===== src/rtl/hdmi_video_pkg.sv =====
// hdmi_video_pkg: shared definitions for the HDMI pixel-domain timing slice.
//   - default 640x480@60 timing constants and total-count helpers
//   - COORD_W: width of the pixel/line counters and of x/y
//   - lock/run state enum used by hdmi_lock_sync and exposed for debug
//   - colour-bar constants for the optional test pattern
//     (HDMI_VIDEO_TIMING_TEST_PATTERN_EN)
package hdmi_video_pkg;

  localparam int COORD_W = 10;

  localparam int DEF_H_ACTIVE = 640;
  localparam int DEF_H_FP     = 16;
  localparam int DEF_H_SYNC   = 96;
  localparam int DEF_H_BP     = 48;
  localparam int DEF_V_ACTIVE = 480;
  localparam int DEF_V_FP     = 10;
  localparam int DEF_V_SYNC   = 2;
  localparam int DEF_V_BP     = 33;

  typedef enum logic [1:0] {
    WAIT_LOCK = 2'd0,
    SETTLE    = 2'd1,
    RUN       = 2'd2
  } vt_state_e;

  localparam logic [23:0] RGB_WHITE   = 24'hFFFFFF;
  localparam logic [23:0] RGB_YELLOW  = 24'hFFFF00;
  localparam logic [23:0] RGB_CYAN    = 24'h00FFFF;
  localparam logic [23:0] RGB_GREEN   = 24'h00FF00;
  localparam logic [23:0] RGB_MAGENTA = 24'hFF00FF;
  localparam logic [23:0] RGB_RED     = 24'hFF0000;
  localparam logic [23:0] RGB_BLUE    = 24'h0000FF;
  localparam logic [23:0] RGB_BLACK   = 24'h000000;

  function automatic int h_total(int active, int fp, int sync, int bp);
    return active + fp + sync + bp;
  endfunction

  function automatic int v_total(int active, int fp, int sync, int bp);
    return active + fp + sync + bp;
  endfunction

  // Bar index 0 is the leftmost bar.
  function automatic logic [23:0] bar_rgb(logic [2:0] idx);
    case (idx)
      3'd0:    return RGB_WHITE;
      3'd1:    return RGB_YELLOW;
      3'd2:    return RGB_CYAN;
      3'd3:    return RGB_GREEN;
      3'd4:    return RGB_MAGENTA;
      3'd5:    return RGB_RED;
      3'd6:    return RGB_BLUE;
      default: return RGB_BLACK;
    endcase
  endfunction

endpackage


===== src/rtl/hdmi_video_timing_if.sv =====
// hdmi_video_timing_if: video timing bundle from the timing generator to the
// TMDS encoder. All members change on clk and are mutually aligned.
//   hsync/vsync  sync pulses (polarity set by the generator's SYNC_ACTIVE)
//   de           data enable, high in the active region
//   x/y          pixel column/row, valid when de (0 otherwise)
//   frame_start  one-cycle pulse with de at x=0, y=0
//   running      generator is in RUN
//   state        lock/run state, for debug only
//   rgb          test pattern, present only with
//                HDMI_VIDEO_TIMING_TEST_PATTERN_EN
// Stream semantics: no handshake; the sink must accept one pixel per clk
// (there is no ready), de alone qualifies x/y/rgb.
interface hdmi_video_timing_if;
  import hdmi_video_pkg::*;

  logic               hsync;
  logic               vsync;
  logic               de;
  logic [COORD_W-1:0] x;
  logic [COORD_W-1:0] y;
  logic               frame_start;
  logic               running;
  vt_state_e          state;
`ifdef HDMI_VIDEO_TIMING_TEST_PATTERN_EN
  logic [23:0]        rgb;

  modport master (output hsync, vsync, de, x, y, frame_start, running, state, rgb);
  modport slave  (input  hsync, vsync, de, x, y, frame_start, running, state, rgb);
`else
  modport master (output hsync, vsync, de, x, y, frame_start, running, state);
  modport slave  (input  hsync, vsync, de, x, y, frame_start, running, state);
`endif

endinterface


===== src/rtl/hdmi_lock_sync.sv =====
// hdmi_lock_sync: qualifies an asynchronous PLL lock for one clock domain.
//   clk, rst_n  domain clock, asynchronous active-low reset
//   locked      raw PLL lock (asynchronous to clk)
//   lock_ok     high while in RUN and the synchronized lock is still high
//   state       WAIT_LOCK / SETTLE / RUN, for debug
// Lock goes through a 2-flop synchronizer; RUN is entered only after
// SETTLE_CYCLES consecutive cycles of synchronized lock. Any low sample in
// SETTLE or RUN drops back to WAIT_LOCK and restarts the full settle.
module hdmi_lock_sync
  import hdmi_video_pkg::*;
#(
  parameter int SETTLE_CYCLES = 1024
) (
  input  logic      clk,
  input  logic      rst_n,
  input  logic      locked,
  output logic      lock_ok,
  output vt_state_e state
);

  localparam int SETTLE_W = (SETTLE_CYCLES > 1) ? $clog2(SETTLE_CYCLES) : 1;
  localparam logic [SETTLE_W-1:0] SETTLE_LAST = SETTLE_W'(SETTLE_CYCLES - 1);

  logic                lock_meta;
  logic                lock_s;
  logic [SETTLE_W-1:0] settle_cnt;
  logic [SETTLE_W-1:0] settle_cnt_nxt;
  vt_state_e           state_nxt;

  always_ff @(posedge clk or negedge rst_n) begin
    if (!rst_n) begin
      lock_meta  <= 1'b0;
      lock_s     <= 1'b0;
      state      <= WAIT_LOCK;
      settle_cnt <= '0;
    end else begin
      lock_meta  <= locked;
      lock_s     <= lock_meta;
      state      <= state_nxt;
      settle_cnt <= settle_cnt_nxt;
    end
  end

  // The settle count is only kept while counting up in SETTLE; every other
  // path (including the exit to RUN) leaves it cleared.
  always_comb begin
    state_nxt      = state;
    settle_cnt_nxt = '0;
    case (state)
      WAIT_LOCK: if (lock_s) state_nxt = SETTLE;
      SETTLE: begin
        if (!lock_s)                       state_nxt = WAIT_LOCK;
        else if (settle_cnt == SETTLE_LAST) state_nxt = RUN;
        else                               settle_cnt_nxt = settle_cnt + 1'b1;
      end
      RUN:     if (!lock_s) state_nxt = WAIT_LOCK;
      default: state_nxt = WAIT_LOCK;
    endcase
  end

  // Gating with lock_s lets the timing counters clear on the same edge that
  // the state machine leaves RUN.
  assign lock_ok = (state == RUN) && lock_s;

endmodule


===== src/rtl/hdmi_video_timing.sv =====
// hdmi_video_timing: 640x480@60 (by default) pixel-domain timing generator.
//   clk     pixel clock (25.2 MHz from the HDMI PLL)
//   rst_n   asynchronous active-low reset
//   locked  PLL lock, asynchronous to clk
//   vid     hdmi_video_timing_if master: hsync, vsync, de, x, y,
//           frame_start, running, state (+ rgb with the test pattern)
// Optional feature macro: HDMI_VIDEO_TIMING_TEST_PATTERN_EN adds an 8-bar
// colour test pattern on vid.rgb.
// Outputs are registered one cycle after the counter state they describe and
// are forced to their idle values whenever the lock is not qualified.
module hdmi_video_timing
  import hdmi_video_pkg::*;
#(
  parameter int   H_ACTIVE      = DEF_H_ACTIVE,
  parameter int   H_FP          = DEF_H_FP,
  parameter int   H_SYNC        = DEF_H_SYNC,
  parameter int   H_BP          = DEF_H_BP,
  parameter int   V_ACTIVE      = DEF_V_ACTIVE,
  parameter int   V_FP          = DEF_V_FP,
  parameter int   V_SYNC        = DEF_V_SYNC,
  parameter int   V_BP          = DEF_V_BP,
  parameter logic SYNC_ACTIVE   = 1'b0,
  parameter int   SETTLE_CYCLES = 1024
) (
  input  logic clk,
  input  logic rst_n,
  input  logic locked,
  hdmi_video_timing_if.master vid
);

  localparam int H_TOTAL = h_total(H_ACTIVE, H_FP, H_SYNC, H_BP);
  localparam int V_TOTAL = v_total(V_ACTIVE, V_FP, V_SYNC, V_BP);

  if (H_TOTAL > 1024 || V_TOTAL > 1024) begin : g_bad_timing
    $error("hdmi_video_timing: H_TOTAL/V_TOTAL exceed 10-bit counters");
  end

  localparam logic [COORD_W-1:0] H_LAST    = COORD_W'(H_TOTAL - 1);
  localparam logic [COORD_W-1:0] V_LAST    = COORD_W'(V_TOTAL - 1);
  localparam logic [COORD_W-1:0] H_ACT_L   = COORD_W'(H_ACTIVE);
  localparam logic [COORD_W-1:0] V_ACT_L   = COORD_W'(V_ACTIVE);
  localparam logic [COORD_W-1:0] HS_FIRST  = COORD_W'(H_ACTIVE + H_FP);
  localparam logic [COORD_W-1:0] HS_LAST   = COORD_W'(H_ACTIVE + H_FP + H_SYNC - 1);
  localparam logic [COORD_W-1:0] VS_FIRST  = COORD_W'(V_ACTIVE + V_FP);
  localparam logic [COORD_W-1:0] VS_LAST   = COORD_W'(V_ACTIVE + V_FP + V_SYNC - 1);

  logic               lock_ok;
  vt_state_e          lock_state;
  logic [COORD_W-1:0] h_cnt;
  logic [COORD_W-1:0] v_cnt;
  logic               de_c;
  logic               hs_c;
  logic               vs_c;

  hdmi_lock_sync #(
    .SETTLE_CYCLES (SETTLE_CYCLES)
  ) u_lock_sync (
    .clk     (clk),
    .rst_n   (rst_n),
    .locked  (locked),
    .lock_ok (lock_ok),
    .state   (lock_state)
  );

  assign vid.state = lock_state;

  // Counters sit at 0 outside RUN, so RUN always begins at the top-left.
  always_ff @(posedge clk or negedge rst_n) begin
    if (!rst_n) begin
      h_cnt <= '0;
      v_cnt <= '0;
    end else if (!lock_ok) begin
      h_cnt <= '0;
      v_cnt <= '0;
    end else if (h_cnt == H_LAST) begin
      h_cnt <= '0;
      v_cnt <= (v_cnt == V_LAST) ? '0 : v_cnt + 1'b1;
    end else begin
      h_cnt <= h_cnt + 1'b1;
    end
  end

  assign de_c = (h_cnt < H_ACT_L) && (v_cnt < V_ACT_L);
  assign hs_c = (h_cnt >= HS_FIRST) && (h_cnt <= HS_LAST);
  // v_cnt only moves when h_cnt wraps, so vsync switches at h_cnt = 0.
  assign vs_c = (v_cnt >= VS_FIRST) && (v_cnt <= VS_LAST);

`ifdef HDMI_VIDEO_TIMING_TEST_PATTERN_EN
  localparam int BAR_W = H_ACTIVE / 8;

  logic [2:0] bar_idx;

  // Threshold compare instead of a divider: the last bar boundary passed wins.
  always_comb begin
    bar_idx = '0;
    for (int i = 1; i < 8; i++) begin
      if (h_cnt >= COORD_W'(i * BAR_W)) bar_idx = 3'(i);
    end
  end
`endif

  always_ff @(posedge clk or negedge rst_n) begin
    if (!rst_n) begin
      vid.hsync       <= ~SYNC_ACTIVE;
      vid.vsync       <= ~SYNC_ACTIVE;
      vid.de          <= 1'b0;
      vid.x           <= '0;
      vid.y           <= '0;
      vid.frame_start <= 1'b0;
      vid.running     <= 1'b0;
`ifdef HDMI_VIDEO_TIMING_TEST_PATTERN_EN
      vid.rgb         <= '0;
`endif
    end else if (!lock_ok) begin
      vid.hsync       <= ~SYNC_ACTIVE;
      vid.vsync       <= ~SYNC_ACTIVE;
      vid.de          <= 1'b0;
      vid.x           <= '0;
      vid.y           <= '0;
      vid.frame_start <= 1'b0;
      vid.running     <= 1'b0;
`ifdef HDMI_VIDEO_TIMING_TEST_PATTERN_EN
      vid.rgb         <= '0;
`endif
    end else begin
      vid.hsync       <= hs_c ? SYNC_ACTIVE : ~SYNC_ACTIVE;
      vid.vsync       <= vs_c ? SYNC_ACTIVE : ~SYNC_ACTIVE;
      vid.de          <= de_c;
      vid.x           <= de_c ? h_cnt : '0;
      vid.y           <= de_c ? v_cnt : '0;
      vid.frame_start <= de_c && (h_cnt == '0) && (v_cnt == '0);
      vid.running     <= 1'b1;
`ifdef HDMI_VIDEO_TIMING_TEST_PATTERN_EN
      vid.rgb         <= de_c ? bar_rgb(bar_idx) : '0;
`endif
    end
  end

endmodule


===== src/flat_wrapper.sv =====
// flat-port wrapper written by rule: the top's interface ports become plain ports
module hdmi_video_timing_flat import hdmi_video_pkg::*;
#(
  parameter int   H_ACTIVE      = DEF_H_ACTIVE,
  parameter int   H_FP          = DEF_H_FP,
  parameter int   H_SYNC        = DEF_H_SYNC,
  parameter int   H_BP          = DEF_H_BP,
  parameter int   V_ACTIVE      = DEF_V_ACTIVE,
  parameter int   V_FP          = DEF_V_FP,
  parameter int   V_SYNC        = DEF_V_SYNC,
  parameter int   V_BP          = DEF_V_BP,
  parameter logic SYNC_ACTIVE   = 1'b0,
  parameter int   SETTLE_CYCLES = 1024
)
  (clk, rst_n, locked, vid_hsync, vid_vsync, vid_de, vid_x, vid_y, vid_frame_start, vid_running, vid_state);
  hdmi_video_timing_if vid_i ();
  input  logic clk;
  input  logic rst_n;
  input  logic locked;
  output wire logic [$bits(vid_i.hsync)-1:0] vid_hsync;
  output wire logic [$bits(vid_i.vsync)-1:0] vid_vsync;
  output wire logic [$bits(vid_i.de)-1:0] vid_de;
  output wire logic [$bits(vid_i.x)-1:0] vid_x;
  output wire logic [$bits(vid_i.y)-1:0] vid_y;
  output wire logic [$bits(vid_i.frame_start)-1:0] vid_frame_start;
  output wire logic [$bits(vid_i.running)-1:0] vid_running;
  output wire logic [$bits(vid_i.state)-1:0] vid_state;
  assign vid_hsync = vid_i.hsync;
  assign vid_vsync = vid_i.vsync;
  assign vid_de = vid_i.de;
  assign vid_x = vid_i.x;
  assign vid_y = vid_i.y;
  assign vid_frame_start = vid_i.frame_start;
  assign vid_running = vid_i.running;
  assign vid_state = vid_i.state;
  hdmi_video_timing #(.H_ACTIVE(H_ACTIVE), .H_FP(H_FP), .H_SYNC(H_SYNC), .H_BP(H_BP), .V_ACTIVE(V_ACTIVE), .V_FP(V_FP), .V_SYNC(V_SYNC), .V_BP(V_BP), .SYNC_ACTIVE(SYNC_ACTIVE), .SETTLE_CYCLES(SETTLE_CYCLES)) u_core (.clk(clk), .rst_n(rst_n), .locked(locked), .vid(vid_i));
endmodule

===== config.mk =====
export PLATFORM = sky130hd
export DESIGN_NAME = hdmi_video_timing_flat
export DESIGN_NICKNAME = d
export VERILOG_FILES = /design/src/rtl/hdmi_video_pkg.sv /design/src/rtl/hdmi_video_timing_if.sv /design/src/rtl/hdmi_lock_sync.sv /design/src/rtl/hdmi_video_timing.sv /design/src/flat_wrapper.sv
export SDC_FILE = /design/constraint.sdc
export NUM_CORES = 1
export LEC_CHECK = 0
export ABC_AREA = 1
export BUFFER_PORTS_ARGS = -buffer_cell sky130_fd_sc_hd__buf_2
export CAP_MARGIN = 25
export CELL_PAD_IN_SITES_DETAIL_PLACEMENT = 0
export CELL_PAD_IN_SITES_GLOBAL_PLACEMENT = 1
export CORE_ASPECT_RATIO = 1.2
export CORE_MARGIN = 2
export CORE_UTILIZATION = 44
export DETAILED_ROUTE_END_ITERATION = 8
export GPL_TIMING_DRIVEN = 0
export PLACE_DENSITY = 0.75
export SETUP_SLACK_MARGIN = 0.15
export SLEW_MARGIN = 20
export SYNTH_ARGS = -nofsm -noshare
export SYNTH_HDL_FRONTEND = slang
export SYNTH_HIERARCHICAL = 1
export SYNTH_SLANG_ARGS = --single-unit

===== constraint.sdc =====
create_clock -name clk -period 1.85 [get_ports clk]
set_input_delay 0.185 -clock clk [delete_from_list [all_inputs] [get_ports clk]]
set_output_delay 0.185 -clock clk [all_outputs]
set_load 0.1 [all_outputs]

# After elaboration in Yosys (flattened, before gate mapping)
# Index checks and enable logic that the tools add are counted.
[totals]
ff_bits = 59
in_bits = 3
output_inout_bits = 27
[classes]
magnitude_cmp = 6
n_eq_ne = 9
n_reduce_logical = 10
mux = 24
n_addsub = 3
[ops]
columns = ["op", "count"]
rows = [
  ["$mux 10", 12],
  ["$add 10x1->10 const B", 3],
  ["$eq 10x10->1 const B", 3],
  ["$logic_not 10->1", 2],
  ["$ge 10x10->1 const B", 1],
  ["$ge 10x9->1 const B", 1],
  ["$le 10x10->1 const B", 1],
  ["$le 10x9->1 const B", 1],
  ["$lt 10x10->1 const B", 1],
  ["$lt 10x9->1 const B", 1],
  ["$mux 2", 4],
  ["$mux 1", 7],
  ["$logic_and 1x1->1", 6],
  ["$ne 2x2->1 const B", 3],
  ["$pmux 2 s3", 1],
  ["$ne 3x3->1 const B", 1],
  ["$reduce_and 3->1", 1],
  ["$eq 2x1->1 const B", 1],
  ["$eq 2x2->1 const B", 1],
  ["$logic_not 2->1", 1],
]

# Longest topological paths before layout
[logic_depth]
depth_word = 5
mapped_depth = 10
ltp_nobuf = 9

# By module
# Netlist, hierarchy kept.
[by_module_without_submodules]
columns = ["mod", "cells_each", "instances", "area_each_um2", "seq_area_each_um2"]
rows = [
  ["hdmi_video_timing", 221, 1, 1960.6, 1128.6],
  ["hdmi_lock_sync", 72, 1, 665.6, 350.3],
]

# Least setup slack after synthesis
# OpenSTA, ideal clock, no wires.
[synth_timing]
path_type = "reg-to-reg"
startpoint = "register u_core.u_lock_sync.state[1]"
endpoint = "register u_core.v_cnt[4]"
synth_period_minus_slack_ns = 2.242
stages_incl_launch_ff = 6
n_path_buf = 0
setup_slack_ns = -0.392
arrival_time_ns = 2.100
required_time_ns = 1.708
setup_time_ns = 0.142
path_cell_list = "dfrtp_1 > inv_1 > nor3_1 > inv_1 > a21oi_1 > o21ai_0"
[synth_between]
elab_chain_cells = 3
[synth_rtl]
columns = ["element", "line_no", "rtl"]
rows = [
  ["start, declared", "hdmi_lock_sync.sv:18", "output vt_state_e state"],
  ["start signal, assigned", "hdmi_lock_sync.sv:39", "state <= state_nxt;"],
  ["$eq 2x2->1 (*)", "hdmi_lock_sync.sv:63", "assign lock_ok = (state == RUN) && lock_s;"],
  ["$logic_and 1x1->1 (*)", "hdmi_lock_sync.sv:63", ""],
  ["net u_core.lock_ok", "hdmi_video_timing.sv:47", "logic lock_ok;"],
  ["$ne 2x2->1 (no source line) / $mux 10 (equally long branches)", "n/a", ""],
  ["end signal, assigned", "hdmi_video_timing.sv:77", "v_cnt <= (v_cnt == V_LAST) ? '0 : v_cnt + 1'b1;"],
  ["end, declared", "hdmi_video_timing.sv:50", "logic [COORD_W-1:0] v_cnt;"],
]
# Mark *: on every way through the listed nets, which the timed path passes. The rest lies on a longest branch.
# A chain may end at the register's enable or synchronous reset.

# Final worst setup path
[layout_timing]
startpoint = "register u_core.h_cnt[0]"
endpoint = "register u_core.v_cnt[9]"
[layout_between]
elab_chain_cells = 2
[layout_rtl]
columns = ["element", "line_no", "rtl"]
rows = [
  ["start, declared", "hdmi_video_timing.sv:49", "logic [COORD_W-1:0] h_cnt;"],
  ["start signal, assigned", "hdmi_video_timing.sv:79", "h_cnt <= h_cnt + 1'b1;"],
  ["$eq 10x10->1", "hdmi_video_timing.sv:75", "end else if (h_cnt == H_LAST) begin"],
  ["$ne 2x2->1 (no source line)", "n/a", ""],
]
# Every way passes these cells.

==> impl_metrics.ini <==
[drt]
ant_nets = 0
dr.pass1.iters = 4
via_per_inst = 4.75
dr_wl_met3_um = 162
wl_per_cell_um = 12.4
highest_layer = met4
routed_wl_um = 5270
wl_met2_um = 2530
vias = 2015
drc_errors = 0
first_iter_violations = 75
m1WireLength_um = 2460

[logic_synthesis]
synth_seq_cells = 59
netlist_top_cells_count = dfrtp_1, nor2_1, nand2_1, inv_1, nand3_1
yosysWarnings = 6
synth_mux_area_frac = 0
synth_top_family_by_area = simple AND/OR/NAND/NOR gates
yosysMostFrequentCell = dfrtp_1
synth-edff-count = 0
synth_flop_cell = dfrtp_1
avgSynthCellArea_um2 = 8.96
synth_compound_area_frac = 0.0481
syn_nets = 301
synthAdderAreaFrac = 0.0238
synthTopCellsByArea = dfrtp_1, nor2_1, nand2_1
async_reset_ff_frac = 1.00
synth_xor_xnor_area_share = 0.0167
yosysTopAreaCell = dfrtp_1
synth_area_um2 = 2630
yosys.area_share.simple = 0.274
synth_top_area_frac = 0.543
yosys.cell_types.count = 30
syn_inst = 293
yosysSeqAreaShare = 0.563

[timing]
finalCriticalPeriod_ps = 1590
slew-limit-headroom = 0.518
maxSlewViolCount = 0
clock_skew_ps = 11.9
max_freq_mhz = 628
hold_viol_final = 0
setup_viol = 0
fin_setup_tns_ps = 0
finalCritPeriodShare = 0.861
worstMarginPinSlew_ps = 722
rsz0062_at_grt = yes

[clock_network]
cts_buffers = 9
path_clk_slew_ps = 70
h-tree-depth = 3
insertion_delay_ps = 340
cts_root_buf = clkbuf_8
cts_max_path_buffers = 2
cts.sinks = 59
cts_tree = done

[placement]
dp.final_hpwl_um = 3690
gp_congestion = 0.821
io_buffers = 29

[critical_path]
worstSetupPathType = reg -> reg
cp-start-kind = register
r2r_setup_slack_ps = 260
required_ps = 2080
path_max_fanout = 10
rr_worst_depth = 9
worstPathArrival_ps = 1820
worst_setup_path_end_kind = register

[floorplanning]
start_util = 0.460
fp-row-count = 30
die_area_um2 = 6610
io_pins = 30
die_w_um = 74.5
core_um2 = 5710
die_h_um = 88.6

[global_route]
grt_max_degree = 60
antenna_found_initial = 0
grt_pass1_vias = 1931
grt_pass1_wl_um = 8890
track_usage = 0.184
grt.overflow.total = 0

[flow_run]
cap_viol_max_count = 0

[final_layout]
diodes = 0
final_nets = 347
final_util = 0.552
areaGrowthSynthToFinish_pct = 19.9
final_layout_size_suffix_gt1_frac = 0.215

[hold_path]
hold_depth = 0
hp-class = reg -> reg

[power_and_ir_drop]
p_per_area_nw_per_um2 = 808
leakage_uw = 0.00153
ir_worst_vdd_v = 0.000476

[outcome]
status = finished, final reports clean
## routing by layer
layer  global-route usage  vias up
met4               0.0877        0
li1                     -     1025
met3               0.0547        7
met5                    0        -
met2                0.286       31
met1                0.236      952
## worst max-delay path, cell delays in order (launching register included)
cell and delay [ps]:
dfrtp_1 420, ha_1 220, nand3_2 140, nor2_2 170, nand2_1 90, nand2_2 80, buf_6 140, nand2_1 100
nand2_1 90, nor2_2 40
## flip-flops by register name, indices dropped and copies added (netlist names)
| register | count |
|---|---|
| u_core/h_cnt | 10 |
| u_core/u_lock_sync/settle_cnt | 10 |
| u_core/v_cnt | 10 |
| u_core/vid.x | 10 |
| u_core/vid.y | 10 |
| u_core/u_lock_sync/state | 2 |
| u_core/u_lock_sync/lock_meta | 1 |
| u_core/u_lock_sync/lock_s | 1 |
| u_core/vid.de | 1 |
| u_core/vid.frame_start | 1 |
| u_core/vid.hsync | 1 |
| u_core/vid.running | 1 |
| u_core/vid.vsync | 1 |
## kinds of logic after synthesis
logic type | count (synthesis)
and+or+nand+nor | 155
DFF | 59
buffers and inverters | 46
AOI/OAI and AO/OA | 22
xor gates and xnor gates | 5
adders and majority gates | 5
other | 1
## timing repair
item | CTS | global route
buffers inserted | 0 | 4
gates resized for setup | 1 | 4
pin swaps | 0 | 1
hold buffers | 2 | 0
endpoints found under the hold margin | 58 | 0
setup endpoints to repair | 6 | 20
## where the power goes
| group | switching, uW | internal (uW) | leakage [uW] |
|---|---|---|---|
| registers | 8.59 | 1300 | 0.000805 |
| logic | 73.6 | 16.3 | 0.000627 |
| clock network | 495 | 651 | 0.0000991 |
| total | 577 | 1970 | 0.00153 |
## per-stage QoR
| step | worst slack (ps) | power (uW) | hold WS [ps] | cells | cell area [um^2] |
|---|---|---|---|---|---|
| final | 257 | 2550 | 366 | 424 | 3150 |
| after global routing | 120 | 2660 | 367 | 424 | 3150 |
| after CTS | 157 | 2600 | 364 | 420 | 3110 |
| after detailed placement | 6.68 | 1420 | 295 | 402 | 2890 |
| after global placement | 25.4 | 1420 | 293 | 402 | 2890 |
| after floorplan | 208 | 1390 | -111 | 293 | 2640 |
## worst paths after layout
| kind | from | end |
|---|---|---|
| min in group asynchronous | rst_n | u_core/v_cnt[6] |
| min reg2reg | u_core/u_lock_sync/lock_meta | u_core/u_lock_sync/lock_s |
| max reg2reg | u_core/h_cnt[0] | u_core/v_cnt[9] |
| max | u_core/h_cnt[0] | u_core/v_cnt[9] |
| max in group asynchronous | rst_n | u_core/u_lock_sync/state[1] |
| min | u_core/u_lock_sync/lock_meta | u_core/u_lock_sync/lock_s |
## layout make-up
| class | instances | area (um^2) |
|---|---|---|
| repair buffers | 35 | 198 |
| flip-flops and latches | 59 | 1480 |
| plain buffers | 4 | 35.0 |
| inverters | 42 | 158 |
| well taps | 80 | 100 |
| clock buffers | 11 | 141 |
| clock inverters | 5 | 52.6 |
| fillers | 572 | 2560 |
| multi-input cells | 188 | 981 |
## cell usage in the layout (no fill, tap or decap), types with 2 or more instances in the layout
master	netlist	layout
inv_1	41	41
nand4_1	13	13
nand2_2	5	5
nor2_2	3	4
nand3_1	19	19
dlygate4sd3_1	0	2
dfrtp_1	57	55
nor2_1	51	50
o21ai_0	8	8
ha_1	5	5
xnor2_1	2	2
dfstp_2	2	2
nor3_1	12	11
buf_4	1	6
a21oi_1	9	8
clkinv_2	0	3
buf_6	2	2
nor2_4	2	2
xor2_1	3	3
buf_2	0	28
nand2_1	46	46
clkbuf_8	0	10
Note: power is estimated with default switching activity, not from simulation.
